--- src/rtl/ffapuf_eval_ctrl.sv ---
// Evaluation sequencer for the flip-flop arbiter PUF: arms, races and samples the PUF
// NEVAL times per challenge, then returns a majority-voted response and an unstable-bit mask.
module ffapuf_eval_ctrl #(
    parameter int CW      = 32,
    parameter int RW      = 32,
    parameter int NEVAL   = 5,
    parameter int CLR_CYC = 2,
    parameter int SETTLE  = 8
) (
    input  logic          clk,
    input  logic          clear,
    input  logic          chal_valid,
    output logic          chal_ready,
    input  logic [CW-1:0] chal_data,
    output logic          puf_clear,
    output logic          puf_clr,
    output logic [CW-1:0] puf_c,
    input  logic [RW-1:0] puf_o,
    output logic          resp_valid,
    input  logic          resp_ready,
    output logic [RW-1:0] resp_data,
    output logic [RW-1:0] resp_unstable,
    output logic          busy,
    output logic [2:0]    state_dbg
);

    localparam int VW   = $clog2(NEVAL + 1);
    localparam int PMAX = (CLR_CYC > SETTLE) ? CLR_CYC : SETTLE;
    localparam int PW   = $clog2(PMAX + 1);

    localparam logic [VW-1:0] NEVAL_V   = VW'(NEVAL);
    localparam logic [VW-1:0] LAST_EVAL = VW'(NEVAL - 1);
    localparam logic [VW-1:0] HALF      = VW'(NEVAL / 2);
    localparam logic [PW-1:0] ARM_LAST  = PW'(CLR_CYC - 1);
    localparam logic [PW-1:0] RACE_LAST = PW'(SETTLE - 1);

    typedef enum logic [2:0] {
        S_IDLE   = 3'd0,
        S_ARM    = 3'd1,
        S_RACE   = 3'd2,
        S_SAMPLE = 3'd3,
        S_DONE   = 3'd4
    } state_t;

    state_t        state, state_n;
    logic [PW-1:0] phase;
    logic [VW-1:0] eval_cnt;
    logic [VW-1:0] vote [RW];
    logic [VW-1:0] vsum [RW];
    logic          ctl;
    logic          accept;
    logic          last_eval;

    // Both channels transfer on a rising edge where valid and ready are high; a producer
    // holds valid and its payload until that edge, and ready never depends on valid.
    assign accept    = (state == S_IDLE) && chal_valid;
    assign last_eval = (eval_cnt == LAST_EVAL);

    always_ff @(posedge clk or posedge clear) begin
        if (clear) state <= S_IDLE;
        else       state <= state_n;
    end

    always_comb begin
        state_n    = state;
        chal_ready = 1'b0;
        busy       = 1'b1;
        case (state)
            S_IDLE: begin
                chal_ready = 1'b1;
                busy       = 1'b0;
                if (accept) state_n = S_ARM;
            end
            S_ARM:    if (phase == ARM_LAST)  state_n = S_RACE;
            S_RACE:   if (phase == RACE_LAST) state_n = S_SAMPLE;
            S_SAMPLE: state_n = last_eval ? S_DONE : S_ARM;
            S_DONE:   if (resp_ready) state_n = S_IDLE;
            default:  state_n = S_IDLE;
        endcase
    end

    // Running vote including the bit being sampled this cycle.
    always_comb begin
        for (int i = 0; i < RW; i++) vsum[i] = vote[i] + VW'(puf_o[i]);
    end

    always_ff @(posedge clk or posedge clear) begin
        if (clear) begin
            phase         <= '0;
            eval_cnt      <= '0;
            puf_c         <= '0;
            ctl           <= 1'b1;
            resp_valid    <= 1'b0;
            resp_data     <= '0;
            resp_unstable <= '0;
            for (int i = 0; i < RW; i++) vote[i] <= '0;
        end else begin
            // PUF controls are registered from the next state so they never glitch.
            ctl <= (state_n == S_IDLE) || (state_n == S_ARM) || (state_n == S_DONE);

            if ((state == S_ARM || state == S_RACE) && state_n == state) phase <= phase + PW'(1);
            else                                                         phase <= '0;

            if (accept) begin
                puf_c    <= chal_data;
                eval_cnt <= '0;
                for (int i = 0; i < RW; i++) vote[i] <= '0;
            end

            if (state == S_SAMPLE) begin
                eval_cnt <= eval_cnt + VW'(1);
                for (int i = 0; i < RW; i++) vote[i] <= vsum[i];
                if (last_eval) begin
                    resp_valid <= 1'b1;
                    for (int i = 0; i < RW; i++) begin
                        resp_data[i]     <= (vsum[i] > HALF);
                        resp_unstable[i] <= (vsum[i] != '0) && (vsum[i] != NEVAL_V);
                    end
                end
            end

            if (state == S_DONE && resp_ready) resp_valid <= 1'b0;
        end
    end

    assign puf_clear = ctl;
    assign puf_clr   = ctl;
    assign state_dbg = state;

endmodule

--- config.mk ---
export PLATFORM = sky130hd
export DESIGN_NAME = ffapuf_eval_ctrl
export DESIGN_NICKNAME = d
export VERILOG_FILES = /design/src/rtl/ffapuf_eval_ctrl.sv
export SDC_FILE = /design/constraint.sdc
export NUM_CORES = 1
export LEC_CHECK = 0
export BUFFER_PORTS_ARGS = -buffer_cell sky130_fd_sc_hd__buf_2
export CAP_MARGIN = 15
export CORE_ASPECT_RATIO = 0.7
export CORE_MARGIN = 2
export CORE_UTILIZATION = 51
export CTS_BUF_LIST = sky130_fd_sc_hd__clkbuf_8 sky130_fd_sc_hd__clkbuf_16
export CTS_CLUSTER_SIZE = 10
export DETAILED_ROUTE_END_ITERATION = 8
export PLACE_DENSITY = 0.85
export SLEW_MARGIN = 0
export SYNTH_ARGS = -nofsm -noshare
export SYNTH_HDL_FRONTEND = slang
export SYNTH_SLANG_ARGS = --single-unit
--- constraint.sdc ---
create_clock -name clk -period 7.48 [get_ports clk]
set_input_delay 0.374 -clock clk [delete_from_list [all_inputs] [get_ports clk]]
set_output_delay 0.374 -clock clk [all_outputs]
set_load 0.005 [all_outputs]
**Yosys cells after proc, flatten, opt, wreduce, memory -nomap -nowiden**

Cells that the tools add are included.

- Output and inout bits: 104
- Word-level logic and storage cells: 241
- Memory bits (writable): 0
- Input bits: 68
- Memory bits (read-only): 0
- Register bits after elaboration: 204
- Latch bits: 0
- Memories: 0

- Multiplexer cells: 16
- Reduce and logical (&&, ||, !) cells: 77
- Shifts and indexed selects: 0
- Add/sub/neg operators: 34
- Eq/ne operators: 42
- Multipliers: 0
- Order comparisons: 32
- Bitwise logic cells: 0
- Div/mod/pow operators: 0

Operators by type and width:

| kind | number |
|---|---|
| $mux W96 | 2 |
| $add A3 B1 Y3 | 32 |
| $gt A3 B2 Y1 const B | 32 |
| $ne A3 B3 Y1 const B | 32 |
| $reduce_bool A3 Y1 | 32 |
| $logic_and A1 B1 Y1 | 35 |
| $mux W3 | 7 |
| $pmux W3 S5 | 1 |
| $eq A3 B3 Y1 const B | 3 |
| $eq A3 B1 Y1 const B | 2 |
| $eq A3 B2 Y1 const B | 2 |
| $logic_not A3 Y1 | 2 |
| $reduce_bool A2 Y1 | 3 |
| $mux W1 | 5 |
| $add A4 B1 Y4 const B | 1 |
| $eq A4 B1 Y1 const B | 1 |
| $eq A4 B3 Y1 const B | 1 |
| $mux W4 | 1 |
| $reduce_and A2 Y1 | 2 |
| $add A3 B1 Y3 const B | 1 |
| $eq A3 B3 Y1 | 1 |
| $logic_or A1 B1 Y1 | 3 |

**Longest topological paths before layout**

- Depth after elaboration: 7
- Depth in mapped cells: 7
- Depth with buffers taken out: 5

**Worst setup path before layout**

OpenSTA, ideal clock, no wires.

- Path type: register -> register
- Start point: reg state[0], in the netlist state_dbg[0]
- End point: reg puf_c[0]
- Library setup time: 0.127 ns
- Arrival time: 1.682 ns
- Required time: 7.353 ns
- Cell stages (with the launch flop): 6
- Period minus slack after synthesis: 1.809 ns
- Path buffers: 3
- Path slack: 5.671 ns
- Path through: dfrtp_1 > buf_2 > nor4b_4 > buf_4 > buf_6 > mux2_1

- Longest elaborated chain between the ends: 2

RTL lines:

| item | RTL line | source |
|---|---|---|
| start: declaration | 45 | `state_t state, state_n;` |
| start signal: assignment | 61 | `else state <= state_n;` |
| $logic_not A3 Y1 | 56 | `assign accept = (state == S_IDLE) && chal_valid;` |
| $logic_and A1 B1 Y1 | 56 |  |
| end signal: assignment | 105 | `puf_c <= chal_data;` |
| end: declaration | 17 | `output logic [CW-1:0] puf_c,` |

Every way passes these cells.
A chain may end at the register's enable or synchronous reset.

**Worst setup path in the final report**

- Start point: reg state[0], in the netlist state_dbg[0]
- End point: reg vote[29] in the netlist's numbering

- Longest elaborated chain between the ends: 3
- Elaborated cells between the ends (all ways): 5
- Those cells by class: 1 x eq/ne; 1 x mux; 3 x reduce/logical

RTL lines:

| item | RTL line | source |
|---|---|---|
| $logic_not A3 Y1 | 56 |  |
| $logic_and A1 B1 Y1 | 56 |  |
| $reduce_bool A2 Y1 (no line) | -- |  |
| end: declaration | 48 | `logic [VW-1:0] vote [RW];` |

Several ways; a longest one is shown, not always the timed one.

==> qor.csv <==
metric,value,unit
core area,19000,um2
fill cell count,1573,
Total Routing Usage GR,21.3,%
storage element area,5110,um2
Die ar.,20600,um2
CP max FO,88,
mean number of vias per cell,5.53,
final hold slack,0.0260,ns
largest family of logic cells by synthesized area,compound AO/OA/AOI/OAI gates,
number of synthesized register bits,204,
"commonest non-fill, non-tap cell in the layout",dfrtp_1,
Least-Margin Pin Slew,1.11,ns
# hold bufs at CTS,0,
"CTS clk-pin slew, worst paths",0.06,ns
most frequent cells in the layout,"dfrtp_1, buf_2, nand2_1, o21ai_0, ha_1",
postcts setup bufs,0,
DR iter-0 viols,478,
CTS Sinks,204,
Setup CP Type,reg2reg,
DR WL/cell,16.2,um
Starting Density,52.2,%
Final Slew Violations,0,
"Primary FF master, synth",dfrtp_1,
synth warn,0,
slew margin rel.,26.1,%
nets@finish,1201,
HP Class,in2async,
Max Freq,0.322,GHz
Netlist cell types,35,
FP Rows,42,
Mapped Avg Cell Area,10.8,um2
die extent in y,121,um
sequential share of the synthesized area,51.4,%
adder-cell share of the synthesized area,8.56,%
placed instance count,1303,
status,"finished, final reports clean",
gpl congestion,0.768,
Synth Area in XOR/XNOR,5.82,%
H-Tree Depth,1,
unrepaired setup endpoints after global routing,false,
number of enable flip-flop cells after synthesis,0,
num ports,172,
vias in the first global route,7157,
synthesized cell area,9940,um2
total gr overflow,0,
nature of the critical path endpoint,flip-flop,
Compound-Gate Fraction of Synth Area,14.5,%
post-route setup TNS,0,ns
clock buffer depth,3,
antenna-violating nets left,0,
Die Wd,171,um
Port Buf Inserts,171,
final setup violating endpoints,0,
antenna diode count,0,
Leakage,5.71,nW
reg2reg path depth,4,
initial antenna violation count,0,
worst vdd ir,237,uV
final worst path period need,3.11,ns
Post-CTS Resized,0,
drt drc,0,
Post-DP Area,10900,um2
fraction of layout cells with a size suffix above 1,22.5,%
Mapped Cells,922,
area growth from synthesis to layout,16.5,%
final worst-path cycle share,41.6,%
first-pass GRT wire length,35900,um
Async SR Flop Fraction,100,%
mux cell area share after synthesis,3.63,%
drt first pass iters,5,
HPWL Detailed,13000,um
vias post-DR,7393,
Num CTS Buffers,24,
worst endpoint required time,7.86,ns
cell area after layout,11600,um2
Mapped Nets,1058,
pwr dens,368,nW/um2
"Data arrival, critical path",3.49,ns
CTS tree,done,
worst skew pair latency,0.50,ns
max cap viols,0,
Post-Route Utilization,60.9,%
clock root cell,clkbuf_16,
fin cells,1338,
Setup crit start kind,flip-flop,
clock skew,0.00922,ns
Synth Area in Simple Gates,12.9,%
largest net degree at the start of global routing,195,
Multi-input gate area,4540,um2
Routed WL,21700,um
Hold Fails Final Rpt,0,
==> synth_stat cells (2+ instances only) <==
library cell,count,share of area [%]
o21ai_0,129,6.5
a211o_1,32,2.8
dfrtp_1,203,51
nor2b_1,2,0.13
or2_2,3,0.19
clkbuf_1,31,1.2
mux2_2,28,3.2
buf_2,18,0.91
xor2_1,33,2.9
buf_6,4,0.45
nor2_1,5,0.19
xnor2_1,33,2.9
ha_1,68,8.6
inv_1,6,0.23
nand3_1,2,0.10
mux2_1,4,0.45
nand3b_1,2,0.15
a21oi_1,38,1.9
nor3b_1,66,5.0
o21a_1,2,0.15
nand2_1,132,5.0
buf_1,2,0.076
buf_4,4,0.30
nor3_1,32,1.6
a2bb2oi_1,33,2.9
==> sequential cells by signal (all words and copies together), names as in the netlist <==
register / flops
vote: 96
puf_c: 32
resp_data: 32
resp_unstable: 32
phase: 4
eval_cnt: 3
state_dbg: 3
puf_clear: 1
resp_valid: 1
==> cell families (layout without fill, tap and decap cells) <==
logic type               Yosys count  count (layout)
AND/OR/NAND/NOR                  250             250
XOR/XNOR                          66              66
AO/OA/AOI/OAI                    237             237
adder cells (fa/ha/maj)           68              68
flip-flops                       204             204
multiplexers                      32              32
buffers and inverters             65             217
==> where the power goes <==
group | leakage, nW | internal [mW] | switching, mW | total (mW)
logic | 2.75 | 0.684 | 0.804 | 1.49
registers | 2.60 | 1.52 | 0.243 | 1.76
clock network | 0.360 | 0.591 | 0.427 | 1.02
total | 5.71 | 2.79 | 1.47 | 4.27
==> worst paths after layout <==
| check | from | slack, ns | end |
|---|---|---|---|
| max | state_dbg[0]$_DFF_PP0_ | 4.37 | vote[29]$_DFFE_PP0P_ |
| min | clear | 0.03 | resp_data[17]$_DFFE_PP0P_ |
| max reg2reg | state_dbg[0]$_DFF_PP0_ | 4.37 | vote[29]$_DFFE_PP0P_ |
| min reg2reg | puf_c[2]$_DFFE_PP0P_ | 0.49 | puf_c[2]$_DFFE_PP0P_ |
| max in group asynchronous | clear | 5.96 | resp_data[19]$_DFFE_PP0P_ |
| min in group clk | chal_data[3] | 0.10 | puf_c[3]$_DFFE_PP0P_ |
==> metrics by stage <==
stage                     power, mW  worst slack (ns)
after floorplan                2.73              1.54
after global placement         3.19              4.48
after detailed placement       3.26              4.40
after CTS                      4.30              4.39
after global routing           4.58              4.14
final                          4.27              4.37
==> critical path, stage by stage, from the launching register on <==
cell and delay (ns):
dfrtp_1 0.49, nor4b_4 0.84, buf_4 0.87, nor2_4 0.36, a211o_1 0.39
==> metal layers <==
layer / GRT usage, % / part of all wire (%)
met1: 30.9 / 47
met2: 34.2 / 45
met3: 4.16 / 6.3
met4: 3.39 / 1.4
met5: 0 / 0
==> cell type report <==
class	instances	area share (%)
flip-flops and latches	204	44.1
inverters	6	0.259
repair buffers	176	7.82
clock buffers	25	5.40
well taps	264	2.85
clock inverters	10	0.367
multi-input cells	653	39.2
(Power assumes the default switching activity.)
